[config.mk]
export PLATFORM = sky130hd
export DESIGN_NAME = panel_input_ctrl
export DESIGN_NICKNAME = d
export VERILOG_FILES = /design/src/rtl/panel_input_ctrl.sv
export SDC_FILE = /design/constraint.sdc
export NUM_CORES = 1
export LEC_CHECK = 0
export ABC_CLOCK_PERIOD_IN_PS = 3460
export CAP_MARGIN = 20
export CORE_MARGIN = 5
export CORE_UTILIZATION = 55
export CTS_BUF_LIST = sky130_fd_sc_hd__clkbuf_4
export DETAILED_ROUTE_END_ITERATION = 8
export PLACE_DENSITY = 0.79
export SLEW_MARGIN = 20
export SYNTH_ARGS = -nofsm -noshare
export SYNTH_HDL_FRONTEND = slang
export SYNTH_SLANG_ARGS = --single-unit
[constraint.sdc]
create_clock -name sys_clk -period 3.46 [get_ports sys_clk]
set_input_delay 0.692 -clock sys_clk [delete_from_list [all_inputs] [get_ports sys_clk]]
set_output_delay 0.692 -clock sys_clk [all_outputs]
set_load 0.01 [all_outputs]
[src/rtl/panel_input_ctrl.sv]
// Front-panel input controller: synchronised, glitch-filtered quadrature encoders and keys.
// Encoder 0/1 gain-relay decode is compiled in when PANEL_RELAY_DECODE_EN is defined.

module panel_pin_filter #(
    parameter int FILT = 2
) (
    input  logic clk,
    input  logic rst_n,
    input  logic pin,
    output logic lvl,
    output logic upd
);
    localparam int CW = $clog2(FILT) + 1;

    logic [1:0]    sync;
    logic [CW-1:0] cnt;
    logic          mis;

    assign mis = sync[1] ^ lvl;
    // upd marks the edge at which lvl takes the synchronised value
    assign upd = mis && (cnt == CW'(FILT - 1));

    always_ff @(posedge clk or negedge rst_n) begin
        if (!rst_n) begin
            sync <= '0;
            cnt  <= '0;
            lvl  <= 1'b0;
        end else begin
            sync <= {sync[0], pin};
            if (!mis || upd) cnt <= '0;
            else             cnt <= cnt + CW'(1);
            if (upd) lvl <= sync[1];
        end
    end
endmodule

module panel_enc_lane #(
    parameter int CNT_W    = 4,
    parameter int ENC_MAX  = 15,
    parameter int ENC_FILT = 2
) (
    input  logic             clk,
    input  logic             rst_n,
    input  logic             a,
    input  logic             b,
    input  logic             ld_hit,
    input  logic [CNT_W-1:0] ld_val,
    output logic [CNT_W-1:0] cnt,
    output logic             evt
);
    localparam logic [CNT_W-1:0] MAXV = CNT_W'(ENC_MAX);

    logic             a_lvl, a_upd, b_lvl, b_upd;
    logic             a_rise, b_now;
    logic [CNT_W-1:0] nxt;

    panel_pin_filter #(.FILT(ENC_FILT)) u_fa (
        .clk(clk), .rst_n(rst_n), .pin(a), .lvl(a_lvl), .upd(a_upd)
    );
    panel_pin_filter #(.FILT(ENC_FILT)) u_fb (
        .clk(clk), .rst_n(rst_n), .pin(b), .lvl(b_lvl), .upd(b_upd)
    );

    assign a_rise = a_upd & ~a_lvl;
    // direction uses B as it stands after this edge
    assign b_now  = b_upd ? ~b_lvl : b_lvl;

    always_comb begin
        nxt = cnt;
        if (ld_hit) begin
            nxt = (ld_val > MAXV) ? MAXV : ld_val;
        end else if (a_rise) begin
            if (!b_now && cnt != MAXV)     nxt = cnt + CNT_W'(1);
            else if (b_now && cnt != '0)   nxt = cnt - CNT_W'(1);
        end
    end

    always_ff @(posedge clk or negedge rst_n) begin
        if (!rst_n) begin
            cnt <= '0;
            evt <= 1'b0;
        end else begin
            cnt <= nxt;
            evt <= (nxt != cnt);
        end
    end
endmodule

module panel_key_lane #(
    parameter int   DEB_CYC = 4,
    parameter logic TOG_RST = 1'b0
) (
    input  logic clk,
    input  logic rst_n,
    input  logic pin,
    output logic lvl,
    output logic pulse,
    output logic tog
);
    logic upd, press;

    panel_pin_filter #(.FILT(DEB_CYC)) u_f (
        .clk(clk), .rst_n(rst_n), .pin(pin), .lvl(lvl), .upd(upd)
    );

    assign press = upd & ~lvl;

    always_ff @(posedge clk or negedge rst_n) begin
        if (!rst_n) begin
            pulse <= 1'b0;
            tog   <= TOG_RST;
        end else begin
            pulse <= press;
            if (press) tog <= ~tog;
        end
    end
endmodule

module panel_input_ctrl #(
    parameter int              N_ENC    = 4,
    parameter int              CNT_W    = 4,
    parameter int              ENC_MAX  = 15,
    parameter int              ENC_FILT = 2,
    parameter int              N_KEY    = 7,
    parameter int              DEB_CYC  = 4,
    parameter logic [N_KEY-1:0] TOG_INIT = 7'b0110000
) (
    input  logic                     sys_clk,
    input  logic                     sys_rst_n,
    input  logic [N_ENC-1:0]         enc_a,
    input  logic [N_ENC-1:0]         enc_b,
    input  logic [N_KEY-1:0]         key_in,
    input  logic                     ld_en,
    input  logic [$clog2(N_ENC)-1:0] ld_idx,
    input  logic [CNT_W-1:0]         ld_val,
    output logic [N_ENC*CNT_W-1:0]   enc_num,
    output logic [N_ENC-1:0]         enc_evt,
    output logic [N_KEY-1:0]         key_lvl,
    output logic [N_KEY-1:0]         key_pulse,
    output logic [N_KEY-1:0]         key_tog,
    output logic [1:0]               relay_ad1,
    output logic [1:0]               relay_ad2
);
    localparam int IDX_W = $clog2(N_ENC);

    logic [N_ENC-1:0][CNT_W-1:0] cnt;

    generate
        for (genvar i = 0; i < N_ENC; i++) begin : g_enc
            panel_enc_lane #(
                .CNT_W(CNT_W), .ENC_MAX(ENC_MAX), .ENC_FILT(ENC_FILT)
            ) u_lane (
                .clk    (sys_clk),
                .rst_n  (sys_rst_n),
                .a      (enc_a[i]),
                .b      (enc_b[i]),
                .ld_hit (ld_en && (ld_idx == IDX_W'(i))),
                .ld_val (ld_val),
                .cnt    (cnt[i]),
                .evt    (enc_evt[i])
            );
        end

        for (genvar k = 0; k < N_KEY; k++) begin : g_key
            panel_key_lane #(
                .DEB_CYC(DEB_CYC), .TOG_RST(TOG_INIT[k])
            ) u_lane (
                .clk   (sys_clk),
                .rst_n (sys_rst_n),
                .pin   (key_in[k]),
                .lvl   (key_lvl[k]),
                .pulse (key_pulse[k]),
                .tog   (key_tog[k])
            );
        end
    endgenerate

    assign enc_num = cnt;

`ifdef PANEL_RELAY_DECODE_EN
    function automatic logic [1:0] relay_dec(input logic [CNT_W-1:0] v);
        int unsigned u;
        u = 32'(v);
        if (u <= 3) return 2'b11;
        if (u <= 5) return 2'b01;
        if (u <= 8) return 2'b10;
        return 2'b00;
    endfunction

    always_ff @(posedge sys_clk or negedge sys_rst_n) begin
        if (!sys_rst_n) begin
            relay_ad1 <= 2'b11;
            relay_ad2 <= 2'b11;
        end else begin
            relay_ad1 <= relay_dec(cnt[0]);
            relay_ad2 <= relay_dec(cnt[1]);
        end
    end
`else
    assign relay_ad1 = 2'b11;
    assign relay_ad2 = 2'b11;
`endif
endmodule
# == Yosys cells after proc, flatten, opt, wreduce, memory -nomap -nowiden ==
# Cells that the tools add are included.
# word_totals
output_inout_bits,45
ram_bits,0
mem_count,0
regBits,116
latch_bits,0
in_bits,24
romBits,0
# op_classes
n_lt_le_gt_ge,1
add_sub_neg,23
bitwise,48
muxes,36
multipliers,0
n_div,0
eq_ne,26
n_shift,0
n_reduce_logical,66
# op_table
operator,n
$mux W4,17
$logic_and A1 B1 Y1,27
$not A1 Y1,22
$add A3 B1 Y3 const B,7
$eq A3 B2 Y1 const B,7
$mux W3,7
$logic_not A1 Y1,19
$eq A2 B1 Y1 const B,9
$add A2 B1 Y2 const B,8
$add A4 B1 Y4 const B,4
$mux W2,8
$ne A4 B4 Y1,4
$ne A4 B4 Y1 const B,4
$reduce_bool A4 Y1,4
$sub A4 B1 Y4 const B,4
$logic_or A1 B1 Y1,15
$xor A1 B1 Y1,15
$and A1 B1 Y1,11
$eq A2 B2 Y1 const B,2
$gt A4 B4 Y1 const B,1
$mux W1,4
$logic_not A2 Y1,1

# == Depth between registers and ports, before layout ==
# logic_depth
depth_word,9
mapped_depth,8

# == Modules after synthesis ==
# A second synthesis with hierarchy kept.
# hier_totals
hier_cells,479
hier_area_um2,5656.7
# modules_own_cells
module,area_each_um2,seq_area_each_um2,cells_each,n_inst
panel_pin_filter (g_key[0].u_lane.u_f ...),227.7,150.1,15,7
panel_enc_lane (g_enc[1].u_lane ...),490.5,125.1,60,3
panel_pin_filter (g_enc[0].u_lane.u_fa ...),177.7,125.1,12,8
panel_enc_lane (g_enc[0].u_lane),535.5,125.1,61,1
panel_key_lane (g_key[0].u_lane ...),80.1,50.0,4,5
panel_key_lane (g_key[4].u_lane ...),81.3,51.3,4,2
panel_input_ctrl,71.3,0.0,9,1

# == Worst setup path before layout ==
# Ideal clock, no wire load.
# synth_path
path_kind,reg2reg
startpoint,register g_enc[2].u_lane.u_fb.cnt[1]
endpoint,register g_enc[2].u_lane.evt
path_stages_with_launch,7
arrival_time_ps,1797
path_buffers,0
path_slack_ps,1537
period_less_slack_ps,1923
required_ps,3334
cell_sequence,dfrtp_1 -> inv_1 -> ha_1 -> mux2i_1 -> mux2_2 -> a31o_2 -> a221o_1
# synth_between
elab_chain_cells,9
word_cells_on_any_way,11
cone_classes,eq/ne (2); mux (5); reduce/logical (4)
# synth_rtl
element,line_no,text
from (decl),16,logic [CW-1:0] cnt;
from (signal assigned),31,else cnt <= cnt + CW'(1);
$eq A2 B1 Y1 *,21,assign upd = mis && (cnt == CW'(FILT - 1));
$logic_and A1 B1 Y1 *,21,
$mux W1 *,66,assign b_now = b_upd ? ~b_lvl : b_lvl;
$logic_and A1 B1 Y1 or $logic_not A1 Y1 (tied branches),"74, 73",
$mux W4 or $logic_and A1 B1 Y1 (tied branches),"74, 73",
$mux W4 *,73,if (!b_now && cnt != MAXV) nxt = cnt + CNT_W'(1);
$mux W4 *,72,end else if (a_rise) begin
$mux W4 *,70,if (ld_hit) begin
$ne A4 B4 Y1 *,84,evt <= (nxt != cnt);
to (signal assigned),84,
to (decl),49,output logic evt
# Every way passes the cells marked *; elsewhere a longest branch is shown, timed or not.
# A chain may end at the register's enable or synchronous reset.

# == Final worst setup path ==
# layout_path
startpoint,register g_enc[1].u_lane.cnt[1]
endpoint,output port enc_num[5]
# layout_lines
element,line_no,text
from (decl),48,"output logic [CNT_W-1:0] cnt,"
from (signal assigned),83,cnt <= nxt;
to (decl),136,"output logic [N_ENC*CNT_W-1:0] enc_num,"
# No word-level cell between the ends.

==> run metrics <==
Yosys Warn Count 0; Max VDD drop 504 uV; Max Fanout on Critical Path 8; post_cts resized 0; Max-slew headroom 47.3%; Clock transition at path regs approximately 100 ps; count leader, synth dfrtp_1; die span in y ~110 um; core area approximately 0.0096 sq mm; largest net degree at the start of global routing 64; Final GP Congestion roughly 0.81; first-pass GRT wire length 15,500 um; DP Wirelength about 6500 um; n_diodes 0; area leader, netlist dfrtp_1; cts hold-fix bufs 0; total die area 0.0118 sq mm; die width 109 um; R2R cell count 8; area occupied by multi-input gates 0.00203 sq mm; starting density of the core between 50 and 60%; Static Leak 2.86 nW; DRT iter0 DRCs 95; DRT Pass-1 Iters 4; worst-skew pair later-pin latency roughly 500 ps; Top FF cell, synth dfrtp_1; setup violators final 0; Num CTS Buffers 17; worst reg2reg path endpoint g_enc[3].u_lane.cnt[3]; crit-path leading delay family buffers and inverters; slowest CP cell clkdlybuf4s50_1; Congestion Overflow GR 0; Sequential cell area 0.00291 sq mm; crit path time final roughly 2300 ps; critical path class flip-flop to primary output; Worst Path Required 2770 ps; Largest stage delay, worst path roughly 620 ps; hold slack ~270 ps; CP Depth 1; share of cells above drive strength 1 8.91%; vias in the first global route between 3,000 and 4,000; I/O pins 69; CP Buf/Inv Count 1; crit path to enc_num[5]; number of synthesized flops with an enable pin 0; Tcrit/Tclk final 67.1%; post-synth top area share 53.5%; Root Driver clkbuf_4; Post-DRT Antenna Nets 0; CTS tree built; CP endpoint kind primary output; Yosys reg bits between 100 and 150; FF-to-FF Start g_enc[3].u_lane.u_fb.cnt[1]; DR vias 3,468; Power Density 829 mW/mm^2; cell count after synthesis 491; H-tree levels 4; routed len/inst 13.2 um; Worst Tran Pin Value 790 ps; CP cell instances clkdlybuf4s50_1; Critical Path Start Type flip-flop; Final WS setup 1140 ps; top post-synthesis cells by area dfrtp_1 53%, ha_1 7.0%, nor2_1 4.3%; routed wire length ~9000 um; nets 592; sum of negative setup slack 0 ps; DR DRC count 0; Worst setup startpoint g_enc[1].u_lane.cnt[1]; Via density approximately 5; asr flop ratio synth 100%; clock sink count between 100 and 150; max-slew violations 0; setup repair after global routing missed its margin no; FF-to-FF setup slack ~1400 ps; standard-cell rows 36; post-CTS setup buffers 0; synth cell count leaders 114 x dfrtp_1, 61 x nor2_1, 40 x inv_1; status complete, no violations; initial antenna violation count 0; Clock Skew 12.6 ps; Area Growth Syn to Fin 16.5%; clk buf depth 2; Netlist cell types 52; arrival time worst endpoint around 1600 ps; Layout fillers 781; Max Clock Freq 431 MHz; pre-CTS setup slack 1000 ps; Hold WC Path Type primary input to async pin; Max Cap Viol 0; Seq/Total Area, Yosys 54.4%; final hold vios 0; total global-route track usage 16.8%; syn avg cell area 10.9 sq um; mapped cell area 0.00534 sq mm; # port buffers between 60 and 70
## through the flow
| step | cells | area (sq um) | utilization (%) | power [W] |
|---|---|---|---|---|
| 3_3_place_gp | 652 | 5910 | 61.3 | 0.00403 |
| 5_1_grt | 683 | 6220 | 64.5 | 0.00557 |
| 4_1_cts | 683 | 6220 | 64.5 | 0.00522 |
| 6_report | 683 | 6220 | 64.5 | 0.00515 |
| 2_1_floorplan | 494 | 5350 | - | 0.00356 |
| 3_5_place_dp | 652 | 5910 | 61.3 | 0.00415 |
## worst reg2reg max path, cell delays in order (launching register included)
cell and delay (ps):
dfrtp_1 370, inv_1 50, ha_1 190, mux2i_2 320
inv_2 110, a31oi_2 230, a41oi_1 180, or4_1 420
a31oi_1 170
## worst min path at each step
stage,from,to,depth (start not counted)
final,sys_rst_n,g_key[4].u_lane.u_f.sync[0],1
after global routing,sys_rst_n,g_key[4].u_lane.u_f.sync[1],1
after CTS,sys_rst_n,g_key[4].u_lane.u_f.sync[1],1
after detailed placement,g_key[0].u_lane.u_f.sync[0],g_key[0].u_lane.u_f.sync[1],0
after global placement,g_enc[1].u_lane.u_fb.sync[0],g_enc[1].u_lane.u_fb.sync[1],0
after floorplan,g_enc[0].u_lane.u_fa.sync[0],g_enc[0].u_lane.u_fa.sync[1],0
## cells by family after synthesis
logic type / share of synthesized area, %
AND/OR/NAND/NOR: 12.3
other: 0.0703
XOR/XNOR: 6.56
buffers and inverters: 7.78
adder cells (fa/ha/maj): 7.03
AO/OA/AOI/OAI: 9.26
multiplexers: 2.53
flip-flops: 54.4
## power breakdown
group          total [W]  internal [W]  switching (W)
combinational    0.00196       0.00101       0.000949
clock            0.00104      0.000576       0.000467
sequential       0.00215       0.00178       0.000372
## area by class of cell
cell class	instances	area share, %
flip-flops and latches	116	46.7
inverters	41	2.48
clock buffers	19	2.29
clock inverters	12	2.62
repair buffers	65	10.6
multi-input cells	297	32.6
well taps	133	2.68
## cell usage in the layout, fill, tap and decap left out, types with 2 or more instances in the layout
master | Yosys | layout
a21oi_1 | 23 | 23
a2bb2oi_1 | 6 | 6
a31o_2 | 2 | 2
a31oi_1 | 5 | 5
and3_1 | 3 | 3
and3b_1 | 7 | 7
bufinv_16 | 0 | 4
clkbuf_4 | 0 | 19
clkdlybuf4s50_1 | 0 | 63
clkinv_1 | 0 | 2
clkinv_2 | 0 | 4
clkinvlp_4 | 0 | 2
conb_1 | 1 | 4
dfrtp_1 | 114 | 114
dfstp_2 | 2 | 2
ha_1 | 30 | 30
inv_1 | 40 | 40
mux2_2 | 9 | 9
mux2i_1 | 2 | 2
nand2_1 | 15 | 15
nand2b_1 | 18 | 18
nand3_1 | 12 | 12
nand3b_1 | 2 | 2
nor2_1 | 61 | 61
nor3_1 | 4 | 4
nor3b_1 | 3 | 3
o21ai_0 | 16 | 16
o22ai_1 | 9 | 9
or2_2 | 2 | 2
or4_1 | 2 | 2
xnor2_1 | 17 | 17
xor2_1 | 23 | 23
## state kept, by name, summed over array words and instances (netlist names), 7 cells and up
signal                  flops
g_enc.u_lane.cnt           16
g_key.u_lane.tog            7
g_key.u_lane.pulse          7
g_enc.u_lane.u_fb.cnt       8
g_key.u_lane.u_f.sync      14
g_key.u_lane.u_f.cnt       21
g_enc.u_lane.u_fa.cnt       8
g_enc.u_lane.u_fb.sync      8
g_enc.u_lane.u_fa.sync      8
g_key.u_lane.u_f.lvl        7
## layer usage
metal / GRT usage, % / wire length [um] / vias up
li1: - / - / 1709
met1: 20.2 / 3900 / 1677
met2: 28.2 / 4530 / 74
met3: 5.97 / 497 / 8
met4: 5.23 / 80 / 0
met5: 0 / 0 / -
(Power assumes the default switching activity.)
==> RTL edit, RTL diff (same settings) <==
Change the parameter `N_ENC` from 4 to 8.
--- a/src/rtl/panel_input_ctrl.sv
+++ b/src/rtl/panel_input_ctrl.sv
@@ -117,7 +117,7 @@
 endmodule
 
 module panel_input_ctrl #(
-    parameter int              N_ENC    = 4,
+    parameter int              N_ENC    = 8,
     parameter int              CNT_W    = 4,
     parameter int              ENC_MAX  = 15,
     parameter int              ENC_FILT = 2,
Ports: changed (5 resized); port bits go from 69 to 98. No check against the original RTL was run, so the function may have changed too.
==> RTL edit against the original RTL <==
- design area grew 62%
- synthesized cell count grew 71%
- largest power group is now combinational logic
- wire length grew 76%
- critical path type unchanged
- critical path depth is the same
- worst setup slack lost 130 ps
- area after synthesis grew 67%
- register-to-register slack gained 60 ps
- sequential cell count grew 60
- highest routed layer unchanged
- sequential share of layout area shrank 3.1 points
- power grew 60%
==> RTL edit: results (changes against the original RTL) <==
Inserted Clock Buffers 17 (unchanged); biggest regs g_enc.u_lane.cnt: 32 flops, g_key.u_lane.u_f.cnt: 21 flops; non-filler cells, final 1134 (+66%); initial antenna violation count 1 (+1); CTS clk-pin slew, worst paths 160 ps (+60 ps); HPWL after DPL 11.59 mm (+79%); Compound-Gate Fraction of Synth Area 11.46% (+2.2 points); DR iter-0 viols 393 (+310%); Critical Path Fanout Max 9 (+1); clk root buf clkbuf_4; vias per cell 5.293 (+4.2%); VDD IR-drop max 375.4 uV (-26%); global-route wire length before repair 27.58 mm (+78%); Relative slew margins 41.25% (-6.1 points); CP max stage delay 620 ps (about the same); DR pass1 iterations 4 (unchanged); PortBufs 93 (+45%); Worst R2R Start g_enc[5].u_lane.u_fb.cnt[1]; Critical Path Start g_enc[4].u_lane.cnt[3]; register area share after synthesis 49.36% (-5.1 points); total wire length 15.87 mm (+76%); nets 983 (+66%); CP endpoint enc_num[19]; critical path's slowest cell clkdlybuf4s50_1; sw power 0.003300 W (+85%); GPL Wtd Cong 0.8526 (+5.5%); CP delay by family, top buffers and inverters; status complete, no violations; part of the power in combinational logic 44.7% (+6.7 points); CTS Buffer Depth 2 (unchanged); Net Sw Frac 39.92% (+5.2 points); Post-Route Skew 18.93 ps (+6.346 ps); clk_lat worst skew 570 ps (+80 ps); Adder-Cell Fraction of Synth Area 6.446% (-0.59 points); xor and xnor fraction of the mapped netlist area 6.376% (-0.19 points); fillcell total 1343 (+72%); clock power share 13.5% (-6.8 points); GR Util All Layers 18.18% (+1.4 points); Leakage 4.479 nW (+56%); final setup fails 0 (unchanged); post-synthesis mux area share 4.947% (+2.4 points); top cells by area, synth dfrtp_1 (49%), ha_1 (6.4%), xor2_1 (4.6%); post-synth cell types 69 (+33%); placed inst area 9832 um2 (+66%); fraction of registers with async set/reset 100.0% (unchanged); Max Freq 408.2 MHz (-5.2%); Hold WS 139.4 ps (-133.7 ps); worst reg-to-reg setup slack 1430 ps (+60 ps); pin count of the biggest net entering global routing 83 (+30%); post-synthesis cell count 840 (+71%); Yosys Warn Count 0 (unchanged); fraction of layout cells with a size suffix above 1 9.487% (+0.58 points); R2R Path End g_enc[5].u_lane.evt; Reg2Reg Depth 7 (-1); pre-CTS setup slack 702.7 ps (-299.6 ps); vias in the first global route 5851 (+70%); top post-synthesis cells by count dfrtp_1 (174), nor2_1 (74), inv_1 (52)
[RTL edit: changes by cell type after synthesis, moves of 13 or more]
cell / before / now
dfrtp_1: 114 / 174
o21ai_0: 16 / 42
xor2_1: 23 / 47
nand2_1: 15 / 37
a21oi_1: 23 / 42
mux2i_1: 2 / 19
ha_1: 30 / 46
nand3_1: 12 / 28
nor2_1: 61 / 74
[RTL edit: final cells by class]
cell class	instances	area, um2	share of cell area, %
clock buffer	17	127.6	1.263
antenna	1	2.502	0.02477
clock inverter	15	138.9	1.375
tap	216	270.3	2.676
inverter	58	217.7	2.155
multi-input combinational	551	3940	39.01
sequential	176	4407	43.63
timing repair buffer	100	997.2	9.872
[RTL edit: per-layer routing]
metal | up-vias | part of all wire [%] | global-route usage (%) | routed length, um
met5 | - | 0 | 0 | 0
met4 | 0 | 0.86 | 4.601 | 137
met3 | 11 | 4.4 | 4.492 | 692
met2 | 106 | 48 | 30.10 | 7691
met1 | 2887 | 46 | 24.09 | 7345
li1 | 2998 | - | - | -
